<file path="config.mk">
export PLATFORM = sky130hd
export DESIGN_NAME = uart
export DESIGN_NICKNAME = d
export VERILOG_FILES = /design/src/rtl/uart.sv
export SDC_FILE = /design/constraint.sdc
export NUM_CORES = 1
export LEC_CHECK = 0
export ABC_AREA = 1
export CAP_MARGIN = 30
export CORE_ASPECT_RATIO = 1.1
export CORE_MARGIN = 2
export CORE_UTILIZATION = 30
export DETAILED_ROUTE_END_ITERATION = 10
export GPL_TIMING_DRIVEN = 0
export PLACE_DENSITY = 0.57
export SLEW_MARGIN = 5
export SYNTH_ARGS = -nofsm -noshare
export SYNTH_HDL_FRONTEND = slang
export SYNTH_SLANG_ARGS = --single-unit
</file>
<file path="constraint.sdc">
create_clock -name clk -period 2.1 [get_ports clk]
set_input_delay 0.525 -clock clk [delete_from_list [all_inputs] [get_ports clk]]
set_output_delay 0.525 -clock clk [all_outputs]
set_load 0.01 [all_outputs]
</file>
<file path="src/rtl/uart.sv">
// Full-duplex 8N1 UART with AXI-Stream byte interfaces.
// One bit lasts prescale*8 clock cycles; prescale is captured at the start of
// every transmit or receive frame, so a new value only affects later frames.
module uart #(
  parameter int DATA_WIDTH = 8
) (
  input  logic                  clk,
  input  logic                  rst,
  input  logic [DATA_WIDTH-1:0] input_axis_tdata,
  input  logic                  input_axis_tvalid,
  output logic                  input_axis_tready,
  output logic [DATA_WIDTH-1:0] output_axis_tdata,
  output logic                  output_axis_tvalid,
  input  logic                  output_axis_tready,
  input  logic                  rxd,
  output logic                  txd,
  output logic                  tx_busy,
  output logic                  rx_busy,
  output logic                  rx_overrun_error,
  output logic                  rx_frame_error,
  input  logic [15:0]           prescale
);

  localparam int BITS_W = $clog2(DATA_WIDTH + 2);
  // Bits still to go after the start bit: data bits plus the stop bit.
  localparam logic [BITS_W-1:0] FRAME_BITS = BITS_W'(DATA_WIDTH + 1);
  localparam logic [BITS_W-1:0] ONE_BIT    = BITS_W'(1);
  localparam logic [BITS_W-1:0] NO_BITS    = BITS_W'(0);

  typedef enum logic [0:0] {TX_IDLE, TX_SHIFT} tx_state_t;
  typedef enum logic [1:0] {RX_IDLE, RX_START, RX_DATA} rx_state_t;

  // Transmit state
  tx_state_t             tx_state_r;
  logic                  tx_ready_r;
  logic                  tx_busy_r;
  logic                  txd_r;
  logic [DATA_WIDTH:0]   tx_shift_r;
  logic [18:0]           tx_cnt_r;
  logic [BITS_W-1:0]     tx_bits_r;
  logic [15:0]           tx_prescale_r;

  // Receive state
  rx_state_t             rx_state_r;
  logic                  rxd_meta_r;
  logic                  rxd_sync_r;
  logic                  rx_busy_r;
  logic [DATA_WIDTH-1:0] rx_shift_r;
  logic [18:0]           rx_cnt_r;
  logic [BITS_W-1:0]     rx_bits_r;
  logic [15:0]           rx_prescale_r;
  logic [DATA_WIDTH-1:0] out_data_r;
  logic                  out_valid_r;
  logic                  rx_overrun_r;
  logic                  rx_frame_r;

  // Reload values for the down counters (count N-1 .. 0 gives N cycles)
  logic [18:0] bit_period_s;
  logic [18:0] half_period_s;
  logic [18:0] tx_period_s;
  logic [18:0] rx_period_s;

  assign bit_period_s  = {prescale, 3'b000} - 19'd1;
  assign half_period_s = {1'b0, prescale, 2'b00} - 19'd1;
  assign tx_period_s   = {tx_prescale_r, 3'b000} - 19'd1;
  assign rx_period_s   = {rx_prescale_r, 3'b000} - 19'd1;

  assign input_axis_tready  = tx_ready_r;
  assign tx_busy            = tx_busy_r;
  assign txd                = txd_r;
  assign rx_busy            = rx_busy_r;
  assign output_axis_tdata  = out_data_r;
  assign output_axis_tvalid = out_valid_r;
  assign rx_overrun_error   = rx_overrun_r;
  assign rx_frame_error     = rx_frame_r;

  // Transmit FSM: accept a byte, then drive start, data (LSB first) and stop bits
  always_ff @(posedge clk) begin
    if (!rst) begin
      tx_state_r    <= TX_IDLE;
      tx_ready_r    <= 1'b0;
      tx_busy_r     <= 1'b0;
      txd_r         <= 1'b1;
      tx_shift_r    <= {(DATA_WIDTH+1){1'b0}};
      tx_cnt_r      <= 19'd0;
      tx_bits_r     <= NO_BITS;
      tx_prescale_r <= 16'd0;
    end else begin
      case (tx_state_r)
        TX_IDLE: begin
          txd_r <= 1'b1;
          if (input_axis_tvalid && tx_ready_r) begin
            tx_shift_r    <= {1'b1, input_axis_tdata};
            tx_prescale_r <= prescale;
            tx_cnt_r      <= bit_period_s;
            tx_bits_r     <= FRAME_BITS;
            txd_r         <= 1'b0;
            tx_ready_r    <= 1'b0;
            tx_busy_r     <= 1'b1;
            tx_state_r    <= TX_SHIFT;
          end else begin
            tx_ready_r <= 1'b1;
          end
        end
        TX_SHIFT: begin
          if (tx_cnt_r == 19'd0) begin
            if (tx_bits_r == NO_BITS) begin
              // Stop bit period over: line is already high, open for the next byte
              tx_ready_r <= 1'b1;
              tx_busy_r  <= 1'b0;
              txd_r      <= 1'b1;
              tx_state_r <= TX_IDLE;
            end else begin
              txd_r      <= tx_shift_r[0];
              tx_shift_r <= {1'b0, tx_shift_r[DATA_WIDTH:1]};
              tx_bits_r  <= tx_bits_r - ONE_BIT;
              tx_cnt_r   <= tx_period_s;
            end
          end else begin
            tx_cnt_r <= tx_cnt_r - 19'd1;
          end
        end
        default: begin
          tx_state_r <= TX_IDLE;
          tx_ready_r <= 1'b0;
          tx_busy_r  <= 1'b0;
          txd_r      <= 1'b1;
        end
      endcase
    end
  end

  // Two-flop synchroniser bringing the asynchronous rxd into the clock domain
  always_ff @(posedge clk) begin
    if (!rst) begin
      rxd_meta_r <= 1'b1;
      rxd_sync_r <= 1'b1;
    end else begin
      rxd_meta_r <= rxd;
      rxd_sync_r <= rxd_meta_r;
    end
  end

  // Receive FSM: validate start at mid-bit, sample data and stop, manage output stream
  always_ff @(posedge clk) begin
    if (!rst) begin
      rx_state_r    <= RX_IDLE;
      rx_busy_r     <= 1'b0;
      rx_shift_r    <= {DATA_WIDTH{1'b0}};
      rx_cnt_r      <= 19'd0;
      rx_bits_r     <= NO_BITS;
      rx_prescale_r <= 16'd0;
      out_data_r    <= {DATA_WIDTH{1'b0}};
      out_valid_r   <= 1'b0;
      rx_overrun_r  <= 1'b0;
      rx_frame_r    <= 1'b0;
    end else begin
      rx_overrun_r <= 1'b0;
      rx_frame_r   <= 1'b0;
      // A consumed byte drops valid; a byte completing in this cycle overrides below
      if (out_valid_r && output_axis_tready) begin
        out_valid_r <= 1'b0;
      end else begin
        out_valid_r <= out_valid_r;
      end
      case (rx_state_r)
        RX_IDLE: begin
          if (!rxd_sync_r) begin
            rx_prescale_r <= prescale;
            rx_cnt_r      <= half_period_s;
            rx_state_r    <= RX_START;
          end else begin
            rx_cnt_r <= 19'd0;
          end
        end
        RX_START: begin
          if (rx_cnt_r == 19'd0) begin
            if (!rxd_sync_r) begin
              rx_busy_r  <= 1'b1;
              rx_cnt_r   <= rx_period_s;
              rx_bits_r  <= FRAME_BITS;
              rx_state_r <= RX_DATA;
            end else begin
              // Line went back high before mid-bit: treat as a glitch
              rx_state_r <= RX_IDLE;
            end
          end else begin
            rx_cnt_r <= rx_cnt_r - 19'd1;
          end
        end
        RX_DATA: begin
          if (rx_cnt_r == 19'd0) begin
            if (rx_bits_r == ONE_BIT) begin
              if (rxd_sync_r) begin
                out_data_r   <= rx_shift_r;
                out_valid_r  <= 1'b1;
                rx_overrun_r <= out_valid_r && !output_axis_tready;
              end else begin
                rx_frame_r <= 1'b1;
              end
              rx_busy_r  <= 1'b0;
              rx_state_r <= RX_IDLE;
            end else begin
              rx_shift_r <= {rxd_sync_r, rx_shift_r[DATA_WIDTH-1:1]};
              rx_bits_r  <= rx_bits_r - ONE_BIT;
              rx_cnt_r   <= rx_period_s;
            end
          end else begin
            rx_cnt_r <= rx_cnt_r - 19'd1;
          end
        end
        default: begin
          rx_state_r <= RX_IDLE;
          rx_busy_r  <= 1'b0;
        end
      endcase
    end
  end

endmodule

</file>
==> impl_metrics.toml, run 1 <==
[status]
outcome = "finished clean"

[cts]
root_buffer = "clkbuf_16"
clk_pin_slew_ns = 0.06
cts_buffers = 17
cts_buffer_depth = 2
htree_levels = 4
cts_sinks = 115
worstSkewPairLatency_ns = 0.42
cts_tree = "built"
cts_hold_buf = 0
post-cts-setup-buffers = 0

[run]
cap_viol_max_count = 0

[cells_and_area]
drive_above_1_share_pct = 7.02
multiInputGateArea_mm2 = 0.00411
nNetsFinal = 1214
postLayoutCoreUtil_pct = 37.0
final_cell_area_mm2 = 0.00850
seq_area_mm2 = 0.00230
final_common_cell = "nand2_1"
layout_common_cells = "nand2_1, nor2_1, inv_1"
fillCellCount = 2489
area_growth_pct = 20.4
antenna_cells = 0

[sta]
slew-limit-headroom_pct = 50.8
whs_ns = 0.415
fin_crit_ns = 2.00
drv_slew = 0
worstMarginPinSlew_ns = 0.738
fmax_mhz = 499
setup_slack_ns = 0.0951
hold_viol = 0
setup_viol = 0
fin_crit_sh_pct = 95.5
finalClockSkew_ns = 0.00915
grt_setup_unrepaired = "no"

[global_route]
grt_max_degree = 17
grt_pass1_vias = 6979
grt_usage_pct = 19.0
overflow = 0
grt_pass1_wl_um = 36400
antenna_found_initial = 0

[critical_path]
worst_path_most_repeated_cell = "a21oi_1"
crit_fanout = 9
slowest_delay_ns = 0.39
path_cells = "inv_1, ha_1, nand3_1, nor2_4, nand3_4, clkinv_1, a21oi_1, o21ai_0, a21oi_1"
path_class = "reg2reg"
cp_slowest_cell = "clkinv_1"
cp.required_ns = 2.45
cp-start-kind = "flop"
path_buf_inv = 2
cp_top_family = "compound AO/OA/AOI/OAI gates"
cp_data_arrival_time_ns = 2.36
worstSetupEndpointType = "flop"

[die]
die_h_um = 165
io_pins = 44
fp.dieW_um = 150
core-area_mm2 = 0.0230
start_util_pct = 30.7
die_area_mm2 = 0.0248
rows = 58

[logic_synthesis]
synth_ff_type = "dfxtp_1"
synth_top_cell_by_area = "dfxtp_1"
syn_area_per_cell_um2 = 6.37
ys_ff_latch = 115
yosys-top-cells-area = "dfxtp_1, nand2_1, nor2_1"
synth_edf_count = 0
async_reset_ff_share_pct = 0
syn-cell-area_mm2 = 0.00706
ys_warn_count = 0
ys_seq_area_share_pct = 32.6
synth_nets = 1153
post_synth_num_cell_types = 43
netlist_instances = 1109
netlist.area_leader.share_pct = 32.6

[power]
max-vdd-ir-drop_mv = 0.710
leakage_nw = 3.76
power.density_mw_per_mm2 = 1550

[routing]
ant_nets = 0
drc = 0
avgViaCountPerCell = 4.86
routed_wl_um = 22800
first_pass_iters = 6
drt_iter0_markers = 512
vias = 7204
wl_per_cell_um = 15.4

[placement]
hpwl_um = 17300
port_buffers = 42
gp_congestion = 0.934
placed_cell_area_mm2 = 0.00786
pre_cts_ws_ns = -0.563

[worst_hold_path]
hold_class = "reg2reg"
[cell usage after synthesis (all sizes together), types with 2 or more instances]
cell type,number
a21boi,2
a21oi,95
a31oi,6
buf,14
clkbuf,18
clkinv,3
dfxtp,115
ha,15
inv,135
mux2i,4
nand2,264
nand3,80
nand3b,2
nand4,10
nor2,172
nor3,17
nor4,2
o211ai,6
o21ai,91
o21bai,4
o22ai,3
or2,3
xnor2,4
xor2,39
[worst register-to-register path: stages (launching register included)]
cell      delay, ns
dfxtp_1        0.35
inv_1          0.08
ha_1           0.24
nand3_1        0.14
nor2_4         0.05
nand3_4        0.14
clkinv_1       0.40
a21oi_1        0.31
o21ai_0        0.11
a21oi_1        0.12
[cell type report]
cell class | instances | share of cell area (%)
Multi-Input combinational cell | 824 | 48.4
Sequential cell | 115 | 27.1
Inverter | 138 | 6.15
Clock buffer | 19 | 5.21
Timing Repair Buffer | 42 | 4.99
Tap cell | 300 | 4.41
Buffer | 32 | 1.94
Clock inverter | 13 | 1.85
[metal layers]
| layer | wire [um] | GRT usage (%) | vias up |
|---|---|---|---|
| li1 | - | - | 3695 |
| met2 | 11100 | 33.2 | 164 |
| met1 | 10100 | 23.0 | 3302 |
| met3 | 876 | 2.85 | 43 |
| met4 | 733 | 8.53 | 0 |
| met5 | 0 | 0 | - |
[worst paths after layout]
check                 endpoint        start  cells after the start  slack [ns]
setup / recovery  rx_cnt_r[11]  rx_cnt_r[0]                      9         0.1
hold / removal      rxd_sync_r   rxd_meta_r                      1        0.41
setup reg to reg  rx_cnt_r[11]  rx_cnt_r[0]                      9         0.1
hold reg to reg     rxd_sync_r   rxd_meta_r                      1        0.41
[report_power, final]
part / internal, mW / leakage, nW / switching, mW
clock network: 1.89 / 0.285 / 1.11
registers: 2.73 / 0.940 / 0.440
logic: 2.31 / 2.54 / 4.70
[through the flow]
| step | TNS [ns] | power (mW) | instances |
|---|---|---|---|
| after floorplan | 0 | 8.27 | 1109 |
| after global placement | -13.33 | 10.0 | 1451 |
| after detailed placement | -13.12 | 10.1 | 1451 |
| after CTS | 0 | 13.1 | 1483 |
| after global routing | 0 | 14.3 | 1483 |
| final | 0 | 13.2 | 1483 |
[what timing repair did]
action,in CTS,in global routing
cloned,0,0
setup endpoints to repair,9,29
gates resized for setup,4,10
[registers in the layout, indices dropped and copies added, names as in the netlist, 8 cells and up]
register and cells:
rx_shift_r 8, tx_shift_r 9, tx_prescale_r 16, tx_cnt_r 19, rx_prescale_r 16, rx_cnt_r 19
output_axis_tdata 8
[kinds of logic (layout without fill, tap and decap cells)]
group	Yosys count	count (layout)	synth area share, %
DFF	115	115	32.6
muxes	4	4	0.567
and+or+nand+nor	551	551	33.3
AOI/OAI and AO/OA	211	211	15.9
adders and majority gates	15	15	2.66
buffers and inverters	170	244	9.67
xor gates and xnor gates	43	43	5.33
(Power assumes the default switching activity.)
==> inputs of run 2 (changes only) <==
--- a/config.mk
+++ b/config.mk
@@ -13,6 +13,7 @@
 export DETAILED_ROUTE_END_ITERATION = 10
 export GPL_TIMING_DRIVEN = 0
 export PLACE_DENSITY = 0.57
+export RECOVER_POWER = 50
 export SLEW_MARGIN = 5
 export SYNTH_ARGS = -nofsm -noshare
 export SYNTH_HDL_FRONTEND = slang
==> impl_metrics.toml, run 2 (synthesis gave the netlist of run 1 again) <==
[sta]
slew-limit-headroom_pct = 50.4
drv_slew = 0
worstMarginPinSlew_ns = 0.743
setup_viol = 0
hold_viol = 0
finalClockSkew_ns = 0.00890
fmax_mhz = 500
fin_crit_sh_pct = 95.2
grt_setup_unrepaired = "no"
fin_crit_ns = 2.00
tns_ns = 0

[critical_path]
cp_data_arrival_time_ns = 2.36
cp.required_ns = 2.46
crit_fanout = 9
worstSetupEndpointType = "flop"
cp-start-kind = "flop"
path_class = "reg2reg"

[power]
switching_power_mw = 6.27
power.density_mw_per_mm2 = 1550
intPower_mw = 6.91
power_frac_seq_pct = 24.1
max-vdd-ir-drop_mv = 0.726
power.clock.fraction_pct = 22.9
leakage_nw = 3.81
switching_share_pct = 47.6
combPwrFrac_pct = 53.1

[cells_and_area]
final_cells = 1483
reg_top3 = "rx_cnt_r x19, tx_cnt_r x19"
layout_common_cells = "nand2_1, nor2_1, inv_1"
area_growth_pct = 20.4
final_common_cell = "nand2_1"
antenna_cells = 0
nNetsFinal = 1214
drive_above_1_share_pct = 7.02

[routing]
drc = 0
avgViaCountPerCell = 4.89
wl_per_cell_um = 15.4
ant_nets = 0
routed_wl_um = 22900
drt_iter0_markers = 479
first_pass_iters = 5
vias = 7257

[die]
start_util_pct = 30.7
die_area_mm2 = 0.0248
io_pins = 44
core-area_mm2 = 0.0230
fp.dieW_um = 150
rows = 58
die_h_um = 165

[global_route]
antenna_found_initial = 0
grt_pass1_wl_um = 36400
grt_usage_pct = 19.0
grt_pass1_vias = 6979
overflow = 0
grt_max_degree = 17

[status]
outcome = "finished clean"

[cts]
clk_pin_slew_ns = 0.06
root_buffer = "clkbuf_16"
worstSkewPairLatency_ns = 0.43
cts_buffer_depth = 2
cts_buffers = 17
cts_sinks = 115
cts_tree = "built"
htree_levels = 4

[placement]
dp_cells = 1451
gp_congestion = 0.934
port_buffers = 42
hpwl_um = 17300

[worst_hold_path]
hold_class = "reg2reg"

[run]
cap_viol_max_count = 0
run 2: changes by cell type in the layout (fill, tap and decap cells not counted), sizes merged:
cell,change
clkdlybuf4s50,-15
buf,-2
dlygate4sd3,+15
clkbuf,+2
run 2: through the flow:
step	worst slack, ns	utilization (%)	power [mW]	area (um^2)	hold WS [ns]
after floorplan	0.517	-	8.27	7060	0.393
after global placement	-0.575	34.2	10.0	7860	0.406
after detailed placement	-0.563	34.2	10.1	7860	0.409
after CTS	0.0441	36.8	13.1	8470	0.424
after global routing	0.00182	37.0	14.2	8500	0.440
final	0.102	37.0	13.2	8500	0.415
run 2: final timing paths:
path / startpoint / end / slack [ns] / cells after the start
worst min-delay path: rxd_meta_r / rxd_sync_r / 0.42 / 1
worst min register to register: rxd_meta_r / rxd_sync_r / 0.42 / 1
worst max-delay path: rx_cnt_r[0] / rx_cnt_r[11] / 0.10 / 9
worst max register to register: rx_cnt_r[0] / rx_cnt_r[11] / 0.10 / 9
run 2: what timing repair did:
item,4_1_cts,5_1_grt
endpoints found under the setup margin,9,29
hold buffers,0,0
resized for setup,4,10
buffers inserted,0,0
run 2: routing by layer:
metal  global-route usage [%]  up-vias  share of wire [%]
met4                     8.53        0                3.3
met2                     33.2      172                 49
li1                         -     3696                  -
met1                     23.0     3344                 44
met5                        0        -                  0
met3                     2.85       45                4.0
run 2: worst max-delay path: stages (launching register included):
cell and delay (ns):
dfxtp_1 0.35, inv_1 0.08, ha_1 0.24, nand3_1 0.13, nor2_4 0.05, nand3_4 0.14, clkinv_1 0.38, a21oi_1 0.31
o21ai_0 0.11, a21oi_1 0.12
run 2: power by group through the flow:
stage	Sequential [mW]	Clock, mW	Combinational [mW]
6_report	3.17	3.01	6.99
5_1_grt	3.25	3.14	7.85
4_1_cts	3.16	3.04	6.92
3_5_place_dp	3.20	0	6.88
3_3_place_gp	3.21	0	6.82
2_1_floorplan	3.10	0	5.17
run 2: cell type report:
| cell class | count | area, um^2 |
|---|---|---|
| Clock buffer | 19 | 443 |
| Sequential cell | 115 | 2300 |
| Tap cell | 300 | 375 |
| Fill cell | 2490 | 14500 |
| Clock inverter | 13 | 158 |
| Inverter | 138 | 523 |
| Timing Repair Buffer | 42 | 424 |
| Multi-Input combinational cell | 824 | 4110 |
| Buffer | 32 | 163 |
